===== config.mk =====
export PLATFORM = sky130hd
export DESIGN_NAME = latch_event_reader
export DESIGN_NICKNAME = d
export VERILOG_FILES = /design/src/rtl/latch_event_reader.sv
export SDC_FILE = /design/constraint.sdc
export NUM_CORES = 1
export LEC_CHECK = 0
export ABC_CLOCK_PERIOD_IN_PS = 7100
export BUFFER_PORTS_ARGS = -buffer_cell sky130_fd_sc_hd__buf_2
export CAP_MARGIN = 20
export CORE_MARGIN = 5
export CORE_UTILIZATION = 38
export DETAILED_ROUTE_END_ITERATION = 10
export GPL_TIMING_DRIVEN = 1
export PLACE_DENSITY_LB_ADDON = 0.12
export SLEW_MARGIN = 20
export SYNTH_ARGS = -nofsm -noshare
export SYNTH_HDL_FRONTEND = slang
export SYNTH_SLANG_ARGS = --single-unit

===== constraint.sdc =====
create_clock -name clk -period 7.1 [get_ports clk]
set_input_delay 0.71 -clock clk [delete_from_list [all_inputs] [get_ports clk]]
set_output_delay 0.71 -clock clk [all_outputs]
set_load 0.01 [all_outputs]

===== src/rtl/latch_event_reader.sv =====
// rtl/latch_event_reader.sv - synchronises asynchronous latch outputs and logs each change with a timestamp in a FIFO
// Optional glitch filter: LATCH_READER_GLITCH_FILTER_EN
module latch_event_reader #(
    parameter int WIDTH = 4,
    parameter int DEPTH = 8,
    parameter int TS_W  = 16
) (
    input  logic                     clk,
    input  logic                     rst,
    input  logic [WIDTH-1:0]         q_in,
    output logic                     evt_valid,
    input  logic                     evt_ready,
    output logic [WIDTH-1:0]         evt_data,
    output logic [TS_W-1:0]          evt_ts,
    output logic [$clog2(DEPTH):0]   evt_count,
    output logic                     overflow,
    input  logic                     ovf_clr
);

    localparam int PW = $clog2(DEPTH);
    localparam int CW = PW + 1;
    localparam logic [CW-1:0] FULL = CW'(DEPTH);
    localparam logic [CW-1:0] ONE  = CW'(1);

    logic [WIDTH-1:0] s1, s2, prev;
    logic [TS_W-1:0]  ts;
    logic [WIDTH-1:0] cand;
    logic             push;

`ifdef LATCH_READER_GLITCH_FILTER_EN
    logic [WIDTH-1:0] s3;
    // s2 must agree with s3 so a value seen for only one cycle never gets logged
    assign push = (s2 == s3) && (s3 != prev);
    assign cand = s3;
`else
    assign push = (s2 != prev);
    assign cand = s2;
`endif

    logic [WIDTH+TS_W-1:0] mem [DEPTH];
    logic [PW-1:0]         wr_ptr, rd_ptr, rd_next;
    logic                  pop, full, push_ok, drop;

    assign evt_valid = (evt_count != '0);
    assign pop       = evt_valid && evt_ready;
    assign full      = (evt_count == FULL);
    assign push_ok   = push && (!full || pop);
    assign drop      = push && full && !pop;
    assign rd_next   = rd_ptr + 1'b1;

    always_ff @(posedge clk) begin
        if (push_ok)
            mem[wr_ptr] <= {cand, ts};
    end

    always_ff @(posedge clk) begin
        if (rst) begin
            s1        <= '0;
            s2        <= '0;
`ifdef LATCH_READER_GLITCH_FILTER_EN
            s3        <= '0;
`endif
            prev      <= '0;
            ts        <= '0;
            wr_ptr    <= '0;
            rd_ptr    <= '0;
            evt_count <= '0;
            evt_data  <= '0;
            evt_ts    <= '0;
            overflow  <= 1'b0;
        end else begin
            s1 <= q_in;
            s2 <= s1;
`ifdef LATCH_READER_GLITCH_FILTER_EN
            s3 <= s2;
`endif
            ts <= ts + 1'b1;
            if (push)
                prev <= cand;
            if (push_ok)
                wr_ptr <= wr_ptr + 1'b1;
            if (pop)
                rd_ptr <= rd_next;
            case ({push_ok, pop})
                2'b10:   evt_count <= evt_count + ONE;
                2'b01:   evt_count <= evt_count - ONE;
                default: evt_count <= evt_count;
            endcase
            // Head register: the pushed entry becomes head when nothing else remains
            if (push_ok && (evt_count == '0 || (evt_count == ONE && pop)))
                {evt_data, evt_ts} <= {cand, ts};
            else if (pop && evt_count > ONE)
                {evt_data, evt_ts} <= mem[rd_next];
            if (drop)
                overflow <= 1'b1;
            else if (ovf_clr)
                overflow <= 1'b0;
        end
    end

endmodule

# == Word level (Yosys, flattened, before mapping) ==
# Memory sizes are Yosys's and may differ from the RTL's.
# Index checks and enable logic that the tools add are counted.
# word_totals
register_bits,59
latch_bits,0
mem_bits_rw,160
mem_bits_ro,0
inputBits,8
out_inout_bits,26
word_cells,47
mem_count,1
# op_classes
addsub,5
mul,0
div,0
n_lt_le_gt_ge,1
n_eq_ne,5
shift,0
mux,9
bitwise,0
reduce_logical,16
# mem_list
name,depth,word_bits,read_ports,rd_clocked_by_memory_dff,write_ports,line,text
mem,8,20,1,0,1,40,logic [WIDTH+TS_W-1:0] mem [DEPTH];
# ops
cell,count
$mux 16,2
$add 16x1->16 const B,1
$mux 4,2
$pmux 4 s2,1
$logic_and 1x1->1,7
$add 3x1->3 const B,2
$reduce_bool 2->1,3
$add 4x1->4 const B,1
$eq 4x1->1 const B,1
$eq 4x4->1 const B,1
$gt 4x1->1 const B,1
$logic_not 4->1,1
$mux 1,4
$ne 4x4->1,1
$reduce_bool 4->1,1
$sub 4x1->4 const B,1
$eq 2x1->1 const B,1
$eq 2x2->1 const B,1
$logic_not 1->1,2
$logic_or 1x1->1,2

# == Longest topological paths before layout ==
# Gate-level depths: netlist of the first run.
# depth
ltp_word,6
mapped_depth,9
mapped_depth_nobuf,6

# == Least setup slack after synthesis of the first run ==
# OpenSTA, ideal clock, no wires.
# synth_timing
path_kind,register to register
from,register evt_count[0]
to,memory mem[4][0] (netlist bit) (enable)
setup_ps,422
arrival_time_ps,2927
required_ps,6678
slack_ps,3751
stages_incl_launch_ff,7
n_path_buf,0
period_less_slack_ps,3349
cell_sequence,dfxtp_1 -> inv_1 -> ha_1 -> nor4bb_1 -> a41oi_1 -> nand2_1 -> nor3_1
# synth_via
elab_chain_len,6
elab_cells_between_ends,8
cone_classes,eq/ne: 1; mux: 2; reduce/logical: 5
# synth_lines
item,line,text
start: declaration,15,"output logic [$clog2(DEPTH):0] evt_count,"
start signal: assignment,85,2'b10: evt_count <= evt_count + ONE;
start signal: assignment,86,2'b01: evt_count <= evt_count - ONE;
start signal: assignment,87,default: evt_count <= evt_count;
$eq 4x4->1 / $reduce_bool 4->1 (equally long branches),"46, 44",
$logic_not 1->1 / $logic_and 1x1->1 (equally long branches),"47, 45",
$logic_or 1x1->1 (*),47,assign push_ok = push && (!full || pop);
$logic_and 1x1->1 (*),47,
$mux 1 (*),52,if (push_ok)
$mux 1 (implied by the code) (*),53,"mem[wr_ptr] <= {cand, ts};"
end: declaration,40,
# Mark *: on every way between the ends. The rest lies on a longest branch, timed or not.

# == Worst setup path after layout of the first run ==
# layout_timing
from,register evt_count[0]
to,memory mem[6][11] (netlist bit) (enable)
# The elaborated chain is that of the path after synthesis.

==> impl_results.md, run 1 <==
* Critical path capture point type: register
* Core region area at 21,890 um2
* DR vias at between 4,000 and 5,000
* P per Cell Area at approximately 370 nW/um2
* Global route overflow at 0
* Register area share after synthesis at 70.49%
* Hold_buf cts at 0
* Reg2Reg Depth at 7
* Clk_skew at 0.01171 ns
* Initial core utilization at 38.79%
* Share of layout cells above drive strength 1 at between 20% and 30%
* Synth async-reset ratio at 0%
* Drt drc at 0
* Setup-failing EPs final at 0
* Port Buf Inserts at 33
* Worst Path Arrival at about 3.4 ns
* Rel. slew slack at between 20% and 30%
* Final net count at 580
* CTS root buffer: clkbuf_16
* Fmax at 310.8 MHz
* Distinct cells, synth at between 40 and 50
* Drt pass-1 iters at 5
* Setup tns final at 0 ns
* R2r setup slk at 3.88 ns
* First-pass GRT wire length at 30,200 um
* HPWL after DPL at 11,600 um
* Synth warn at 0
* Antenna violations before repair at 0
* Chip height at 159.5 um
* Clock Tree Buf Depth at 3
* CTS clk-pin slew, worst paths at approximately 0.060 ns
* Fin. Hold Viols at 0
* Num CTS Buffers at 25
* Latest clock arrival within the worst-skew pair at 0.53 ns
* Antenna diodes at 0
* WL/cell at 22.32 um
* Worst vdd ir at 0.1981 mV
* Largest net degree at the start of global routing at 45
* Postcts setup bufs at 0
* Post_cts resized at 0
* Outcome: finished clean
* Syn Nets at 537
* Hold Path Sink: s1[3]
* Num rows at 54
* Pleak at 3.210 nW
* Mean Syn Cell Area at between 15 and 20 um2
* Post-synth EDFFs at 160
* Mapped Area at 8492 um2
* Critical path depth in cells at 7
* H-tree depth at 1
* Synthesized flop and latch total at 219
* Layout area overhead at 15.18%
* Crit start category: register
* Max FO, Critical Path at 11
* Hold WC Path Type: input port to register
* Hold path startpoint: q_in[3]
* Gp weighted congestion at between 0.7 and 0.8
* Die area at around 25,000 um2
* Critical path's top delay family: simple AND/OR/NAND/NOR gates
* Worst Hold Depth at 2
* Clock sinks at 219
* Slowest stage delay, CP at 0.72 ns
* Io pins at 34
* Min cycle time layout at 3.218 ns
* Cell count after synthesis at 523
* Worst flop-to-flop path startpoint: evt_count[0]
* RSZ-0062 raised after global routing: no
* Final ANT Viol Nets at 0
* Period Utilization, post-route at 45.32%
* CP cell instances: inv_1 -> ha_1 -> nor4bb_1 -> a41oi_1 -> nand2_1 -> nor2_2 -> buf_4
* Pins Over Slew Limit at 0
* Post-synth top flop: edfxtp_1
* Crit-path slowest cell: nor2_2
* Vias in the first global route at 5,101
* WS Path Type: register to register
* Number of max-cap violations at 0
* Required @ worst endpoint at roughly 7.3 ns
* Worst Tran Pin Value at between 1 and 1.5 ns
* CTS tree: yes
* Reg-to-Reg End: mem[6][11]
* Die Span X at 159.5 um
* DR vias/cell at 5.420
* Detailed Route Iter0 Violations at 247
* Tot GR Track Use at 15.17%
* Bufs and invs on worst path at 2
* Drt total wl at 19,310 um
* Final Util at 44.68%
cells in the mapped netlist (7+ instances only):
| cell type | instances | share of area (%) |
|---|---|---|
| a211oi_1 | 7 | 0.62 |
| o22ai_1 | 20 | 1.5 |
| o32ai_1 | 13 | 1.3 |
| clkbuf_1 | 12 | 0.53 |
| nand3_1 | 7 | 0.41 |
| nand2_1 | 7 | 0.31 |
| nor2_1 | 53 | 2.3 |
| edfxtp_1 | 160 | 57 |
| buf_2 | 10 | 0.59 |
| mux4_2 | 40 | 11 |
| nor2b_1 | 13 | 0.96 |
| inv_1 | 18 | 0.80 |
| a21oi_1 | 10 | 0.59 |
| dfxtp_1 | 59 | 14 |
| xnor2_1 | 15 | 1.5 |
per-stage QoR:
step / hold slack [ns] / area [um2] / cells / worst slack [ns] / total power (W)
after CTS: 0.3737 / 9772 / 864 / 3.680 / 0.003647
after global routing: 0.4108 / 9781 / 865 / 3.619 / 0.003777
after floorplan: 0.4138 / 8492 / 523 / 3.751 / 0.002203
final: 0.3953 / 9781 / 865 / 3.882 / 0.003593
after detailed placement: 0.4270 / 9009 / 818 / 3.621 / 0.002460
after global placement: 0.4195 / 8989 / 818 / 3.819 / 0.002441
cell type report:
cell class	instances	area (um2)
clock buffer	34	689.4
clock inverter	12	73.82
fill	1945	12110
inverter	19	71.32
multi-input combinational	257	2361
sequential	219	5987
tap	280	350.3
timing repair buffer	44	247.7
sequential cells by signal (all words and copies together), names as in the netlist:
name and count:
mem 160, evt_ts 16, ts 16, cand 4
evt_count 4, evt_data 4, prev 4, s1 4
rd_ptr 3, wr_ptr 3, overflow 1
per-layer routing:
metal	wire length, um	GRT usage [%]	share of wire [%]	vias up
li1	-	-	-	2134
met1	8494	20.69	44	2435
met2	9570	25.33	50	86
met3	824	2.485	4.3	33
met4	422	4.149	2.2	0
met5	0	0	0	-
layout by cell type, fill, tap and decap left out, types with 10 or more instances in the layout:
master     instances
a21oi_1           10
buf_2             33
buf_4             11
clkbuf_16         25
dfxtp_1           58
edfxtp_1         160
inv_1             18
mux4_2            40
nor2_1            47
nor2b_1           13
o22ai_1           20
o32ai_1           13
xnor2_1           15
how the worst max path moves through the flow:
stage / startpoint / endpoint
6_report: evt_count[0] / mem[6][11]
5_1_grt: evt_count[0] / mem[6][11]
4_1_cts: evt_count[0] / mem[4][16]
3_5_place_dp: evt_ready / mem[4][17]
3_3_place_gp: evt_ready / mem[4][16]
2_1_floorplan: evt_count[0] / mem[4][0]
logic make-up after synthesis:
family                   count (synthesis)  share of synthesized area, %
flip-flops                             219                         70.49
buffers and inverters                   47                         2.490
adder cells (fa/ha/maj)                  6                        0.8840
multiplexers                            47                         11.48
XOR/XNOR                                19                         1.960
AO/OA/AOI/OAI                           74                         6.203
AND/OR/NAND/NOR                        111                         6.498
power by group:
part,total [W],internal [W],switching (W)
Sequential,0.00157,0.00149,0.0000839
Combinational,0.000835,0.000383,0.000452
Clock,0.00118,0.000683,0.000501
No activity file was read; power rests on OpenSTA's default activity.
==> run 2: changes to the inputs <==
ABC_CLOCK_PERIOD_IN_PS = 2700   (was 7100)
clock period = 2.7 ns   (was 7.1 ns; I/O delays follow)
==> run 2 against run 1 <==
Against the previous run: critical path depth unchanged; final cell count increased by 2.9%; design area increased by 2.4%; clock skew decreased by 0.0022 ns; first-iteration DRC count increased by 18%; utilization increased by 1.1 points; die area unchanged; via count increased by 0.87%; sequential power increased to 2.6 times the previous value; sequential cell count unchanged; total power increased to 2.7 times the previous value; critical endpoint is now mem[5][11].
==> impl_results.md, run 2 (synthesis results as in run 1) <==
* Outcome: finished clean (unchanged)
* Initial core utilization at 38.79% (unchanged)
* Clk_skew at 0.009474 ns (was 0.01171 ns)
* Rel. slew slack at 57.00% (was 26.67%)
* CTS root buffer: clkbuf_16 (unchanged)
* Num CTS Buffers at 24 (was 25)
* DR vias at 4,729 (was 4,688)
* Io pins at 34 (unchanged)
* Detailed Route Iter0 Violations at 291 (was 247)
* WL/cell at 21.52 um (was 22.32 um)
* Commonest non-fill, non-tap cells in the layout: edfxtp_1 (160), dfxtp_1 (59), nor2_1 (47), mux4_2 (40) (was edfxtp_1 (160), dfxtp_1 (58), nor2_1 (47), mux4_2 (40), buf_2 (33))
* R2r setup slk at 0.38 ns (was 3.88 ns)
* Bufs and invs on worst path at 2 (unchanged)
* Share of layout cells above drive strength 1 at 26.56% (was 23.59%)
* Hold WC Path Type: input port to register (unchanged)
* Clock sinks at 219 (unchanged)
* Crit-path slowest cell: dfxtp_1 (was nor2_2)
* Die Span X at 159.5 um (unchanged)
* H-tree depth at 1 (unchanged)
* Top reg by flops: mem (unchanged)
* Die area at 25,440 um2 (unchanged)
* Pleak at 3.360 nW (was 3.210 nW)
* Required @ worst endpoint at 2.88 ns (was 7.31 ns)
* Setup-failing EPs final at 0 (unchanged)
* Post_cts resized at 0 (unchanged)
* Most common cell after layout, fill and taps aside: edfxtp_1 (unchanged)
* Core region area at 21,890 um2 (unchanged)
* Final net count at 608 (was 580)
* RSZ-0062 raised after global routing: no (unchanged)
* Crit start category: register (unchanged)
* CTS tree: yes (unchanged)
* Antenna diodes at 0 (unchanged)
* Largest regs: mem x160, evt_ts x16, ts x16 (unchanged)
* Slowest stage delay, CP at 0.44 ns (was 0.72 ns)
* Tot GR Track Use at 14.99% (was 15.17%)
* Number of max-cap violations at 0 (unchanged)
* Worst Path Arrival at 2.50 ns (was 3.43 ns)
* Critical path capture point type: register (unchanged)
* Period Utilization, post-route at 86.07% (was 45.32%)
* Global route overflow at 0 (unchanged)
* HPWL after DPL at 12,190 um (was 11,600 um)
* Chip height at 159.5 um (unchanged)
* Max reg flops at 160 (unchanged)
* Setup tns final at 0 ns (unchanged)
* Drt pass-1 iters at 4 (was 5)
* Layout area overhead at 17.93% (was 15.18%)
* Drt drc at 0 (unchanged)
* Final ANT Viol Nets at 0 (unchanged)
* Gp weighted congestion at 0.7365 (was 0.7424)
* Drt total wl at 19,160 um (was 19,310 um)
* Worst vdd ir at 0.4503 mV (was 0.1981 mV)
* Max FO, Critical Path at 20 (was 11)
* WS Path Type: register to register (unchanged)
* Critical path's top delay family: simple AND/OR/NAND/NOR gates (unchanged)
* Pins Over Slew Limit at 0 (unchanged)
* Clock Tree Buf Depth at 3 (unchanged)
* First-pass GRT wire length at 29,780 um (was 30,200 um)
* PnR worst setup slack at 0.3760 ns (was 3.882 ns)
* Antenna violations before repair at 0 (unchanged)
* CP cell instances: inv_1 -> ha_1 -> nor4bb_1 -> a41oi_1 -> nand2_1 -> nor2_2 -> buf_4 (unchanged)
* Num rows at 54 (unchanged)
* Port Buf Inserts at 33 (unchanged)
* Min cycle time layout at 2.324 ns (was 3.218 ns)
* Latest clock arrival within the worst-skew pair at 0.51 ns (was 0.53 ns)
* Fin. Hold Viols at 0 (unchanged)
* Largest net degree at the start of global routing at 42 (was 45)
* Post-Place Worst Slack at 0.4096 ns (was 3.621 ns)
* CTS clk-pin slew, worst paths at 0.06 ns (about the same)
* Filler Cell Count at 1,943 (was 1,945)
* DR vias/cell at 5.313 (was 5.420)
* Vias in the first global route at 4,889 (was 5,101)
* P per Cell Area at 951.8 nW/um2 (was 367.3 nW/um2)
* Worst Tran Pin Value at 0.6422 ns (was 1.100 ns)
* Fmax at 430.3 MHz (was 310.8 MHz)
run 2: final timing paths:
check               start         end  cells past startpoint
max reg2reg  evt_count[0]  mem[5][11]                      7
min reg2reg         s1[3]     cand[3]                      1
max          evt_count[0]  mem[5][11]                      7
min               ovf_clr    overflow                      4
run 2: cell type report:
cell class | count | area [um2] | area share (%)
Inverter | 19 | 71.32 | 0.7121
Timing Repair Buffer | 73 | 513.0 | 5.122
Clock inverter | 8 | 73.82 | 0.7371
Sequential cell | 219 | 5986 | 59.77
Tap cell | 280 | 350.3 | 3.498
Multi-Input combinational cell | 257 | 2342 | 23.39
Clock buffer | 34 | 678.2 | 6.772
run 2: repair_timing:
| action | in CTS | in global routing |
|---|---|---|
| buffers inserted | 0 | 0 |
| hold buffers | 4 | 0 |
| endpoints found under the hold margin | 4 | 0 |
| setup endpoints to repair | 0 | 0 |
run 2: tightest hold or removal path, cell delays in order:
cell and delay [ns]:
buf_2 0.08, nor2b_1 0.03, a21oi_1 0.11, nor2_1 0.05
run 2: per-stage QoR:
step | hold WS [ns] | utilization (%) | total power [W] | instances | cell area, um2
floorplan | 0.3982 | - | 0.005796 | 523 | 8502
global placement | 0.4218 | 42.13 | 0.006532 | 844 | 9223
detailed placement | 0.4289 | 42.13 | 0.006559 | 844 | 9223
CTS | 0.04440 | 45.75 | 0.009676 | 890 | 10010
global route | 0.1321 | 45.75 | 0.01001 | 890 | 10010
finish | 0.06852 | 45.75 | 0.009532 | 890 | 10010
run 2: report_power, final:
part | switching (W) | total [W] | internal (W) | leakage, nW
registers | 0.000162 | 0.00408 | 0.00392 | 1.97
clock network | 0.00124 | 0.00307 | 0.00184 | 0.371
logic | 0.00128 | 0.00238 | 0.00110 | 1.02
total | 0.00268 | 0.00953 | 0.00685 | 3.36
run 2: per-layer routing:
metal | vias to the layer above | share of wire (%) | GRT usage (%)
met2 | 100 | 48 | 24.04
met4 | 0 | 1.3 | 3.528
li1 | 2179 | - | -
met3 | 22 | 4.9 | 3.055
met1 | 2428 | 46 | 21.18
met5 | - | 0 | 0
==> run 3: changes to the inputs <==
RECOVER_POWER = 100   (was unset)
==> run 3 against run 2 <==
Against the previous run: the run now ends with capacitance limit, slew limit left; sequential cell count stayed put; clock power hardly changed; maximum frequency is 3.5% lower; sequential share of layout area is 0.89 points higher; global-route usage stayed put; wire length is 0.35% higher; worst setup slack worse by 0.083 ns; sequential power hardly changed; total power is 0.78% lower; first-iteration DRC count is 2.1% higher; clock skew is 0.00099 ns lower.
==> impl_results.md, run 3 (synthesis results as in run 1) <==
* Rel. slew slack at -17.44% (was 57.00%)
* Initial core utilization at 38.79% (unchanged)
* Final ANT Viol Nets at 0 (unchanged)
* First-pass GRT wire length at 29,780 um (unchanged)
* Drt total wl at 19,220 um (was 19,160 um)
* Max reg flops at 160 (unchanged)
* Clock Tree Buf Depth at 3 (unchanged)
* Switching share of power at 28.27% (was 28.10%)
* Met2 Use GR at 24.04% (unchanged)
* Clk_skew at 0.008487 ns (was 0.009474 ns)
* Global route overflow at 0 (unchanged)
* Die area at 25,440 um2 (unchanged)
* Die Span X at 159.5 um (unchanged)
* Worst Tran Pin Value at 1.762 ns (was 0.6422 ns)
* Gp weighted congestion at 0.7365 (unchanged)
* Hold WC Path Type: input port to register (unchanged)
* CTS tree: yes (unchanged)
* Period Utilization, post-route at 89.15% (was 86.07%)
* Filler Cell Count at 1,974 (was 1,943)
* WL/cell at 21.60 um (was 21.52 um)
* RSZ-0062 raised after global routing: no (unchanged)
* Worst Hold Depth at 4 (unchanged)
* Most common cell after layout, fill and taps aside: edfxtp_1 (unchanged)
* P_int at 0.006784 W (was 0.006854 W)
* GR peak layer: met2 (unchanged)
* Antenna violations before repair at 0 (unchanged)
* Tot GR Track Use at 14.99% (unchanged)
* Fin. Hold Viols at 0 (unchanged)
* Violated checks: capacitance limit, slew limit
* Commonest non-fill, non-tap cells in the layout: edfxtp_1 (160), dfxtp_1 (59), nor2_1 (51), clkbuf_1 (45), mux4_2 (40) (was edfxtp_1 (160), dfxtp_1 (59), nor2_1 (47), mux4_2 (40))
* Total power at 0.009458 W (was 0.009532 W)
* Antenna diodes at 0 (unchanged)
* Reg2Reg Depth at 7 (unchanged)
* PnR worst setup slack at 0.2930 ns (was 0.3760 ns)
* Pleak at 3.192 nW (was 3.360 nW)
* Largest net degree at the start of global routing at 42 (unchanged)
* Chip height at 159.5 um (unchanged)
* Worst flop-to-flop path startpoint: evt_count[0] (unchanged)
* Required @ worst endpoint at 2.86 ns (was 2.88 ns)
* Hold Path Sink: overflow (unchanged)
* Final net count at 608 (unchanged)
* Port Buf Inserts at 33 (unchanged)
* Fmax at 415.4 MHz (was 430.3 MHz)
* Vias in the first global route at 4,889 (unchanged)
* Post_cts resized at 0 (unchanged)
* Top reg by flops: mem (unchanged)
* CTS clk-pin slew, worst paths at 0.06 ns (about the same)
* Clock power share at 32.5% (was 32.2%)
* CTS root buffer: clkbuf_16 (unchanged)
* P per Cell Area at 958.6 nW/um2 (was 951.8 nW/um2)
* Crit start category: register (unchanged)
* R2r setup slk at 0.29 ns (was 0.38 ns)
* Clock sinks at 219 (unchanged)
* WS Path Type: register to register (unchanged)
* HPWL after DPL at 12,190 um (unchanged)
* Layout area overhead at 16.19% (was 17.93%)
* Critical path capture point type: register (unchanged)
* M3 GR Usage at 3.055% (unchanged)
* Detailed Route Iter0 Violations at 297 (was 291)
* DR vias at 4,771 (was 4,729)
* Number of max-cap violations at 1 (was 0)
* Drt drc at 0 (unchanged)
* Setup tns final at 0 ns (unchanged)
* Share of layout cells above drive strength 1 at 19.02% (was 26.56%)
* Post-Place Worst Slack at 0.4096 ns (unchanged)
* Core region area at 21,890 um2 (unchanged)
* Max FO, Critical Path at 12 (was 20)
* Num CTS Buffers at 24 (unchanged)
* Outcome: finished with violations (was finished clean)
* Drt pass-1 iters at 4 (unchanged)
* Worst Path Arrival at 2.57 ns (was 2.50 ns)
* Setup-failing EPs final at 0 (unchanged)
* Reg-to-Reg End: mem[4][17] (was mem[5][11])
* Met1 Track Usage GR at 21.18% (unchanged)
* Sequential Power Share at 43.2% (was 42.8%)
* Psw at 0.002674 W (was 0.002678 W)
* Io pins at 34 (unchanged)
* Hold path startpoint: ovf_clr (unchanged)
* Largest regs: mem x160, evt_ts x16, ts x16 (unchanged)
* Min cycle time layout at 2.407 ns (was 2.324 ns)
* Pins Over Slew Limit at 34 (was 0)
* Num rows at 54 (unchanged)
* Latest clock arrival within the worst-skew pair at 0.51 ns (about the same)
* Logic gate share of total power at 24.4% (was 25.0%)
* Worst vdd ir at 0.4490 mV (was 0.4503 mV)
* H-tree depth at 1 (unchanged)
* DR vias/cell at 5.361 (was 5.313)
-- run 3: final cells by class --
type / count / area (um2) / share of cell area (%)
Tap cell: 280 / 350.3 / 3.551
Multi-Input combinational cell: 257 / 2311 / 23.42
Clock inverter: 8 / 73.82 / 0.7482
Timing Repair Buffer: 73 / 396.6 / 4.020
Inverter: 19 / 71.32 / 0.7228
Clock buffer: 34 / 678.2 / 6.873
Sequential cell: 219 / 5986 / 60.66
-- run 3: power by group through the flow --
stage	Sequential (W)	Combinational [W]	Clock [W]
after detailed placement	0.00415	0.00241	0
after CTS	0.00408	0.00242	0.00317
after global placement	0.00414	0.00240	0
after floorplan	0.00418	0.00162	0
final	0.00408	0.00230	0.00307
after global routing	0.00411	0.00251	0.00332
-- run 3: per-layer routing --
layer	wire length [um]	part of all wire [%]
met1	8673	45
met4	255	1.3
met5	0	0
met2	9222	48
met3	1072	5.6
-- run 3: worst max-delay path: stages, from the launching register on --
cell and delay [ns]:
dfxtp_1 0.44, inv_1 0.10, ha_1 0.28, nor4bb_1 0.19
a41oi_1 0.27, nand2_1 0.22, nor3_4 0.18, clkbuf_2 0.37
-- run 3: repair_timing --
item	in CTS	in global routing
setup buffers	0	0
endpoints found under the hold margin	4	0
hold buffers	4	0
-- run 3: worst max-delay path by stage --
stage | start | end | slack (ns) | depth (start not counted)
after floorplan | evt_count[0] | mem[7][0] | -0.12 | 6
after global placement | evt_count[0] | mem[7][11] | 0.46 | 7
after detailed placement | evt_count[0] | mem[5][14] | 0.41 | 7
after CTS | evt_count[0] | mem[5][10] | 0.39 | 7
after global routing | evt_count[0] | mem[4][17] | 0.13 | 7
final | evt_count[0] | mem[4][17] | 0.29 | 7
-- run 3: stage by stage --
stage	cell area [um2]	hold WS (ns)	std cells	utilization [%]
after CTS	10010	0.04440	890	45.75
after global routing	9867	0.1402	890	45.07
after floorplan	8502	0.3982	523	-
after detailed placement	9223	0.4289	844	42.13
after global placement	9223	0.4218	844	42.13
final	9867	0.06775	890	45.07
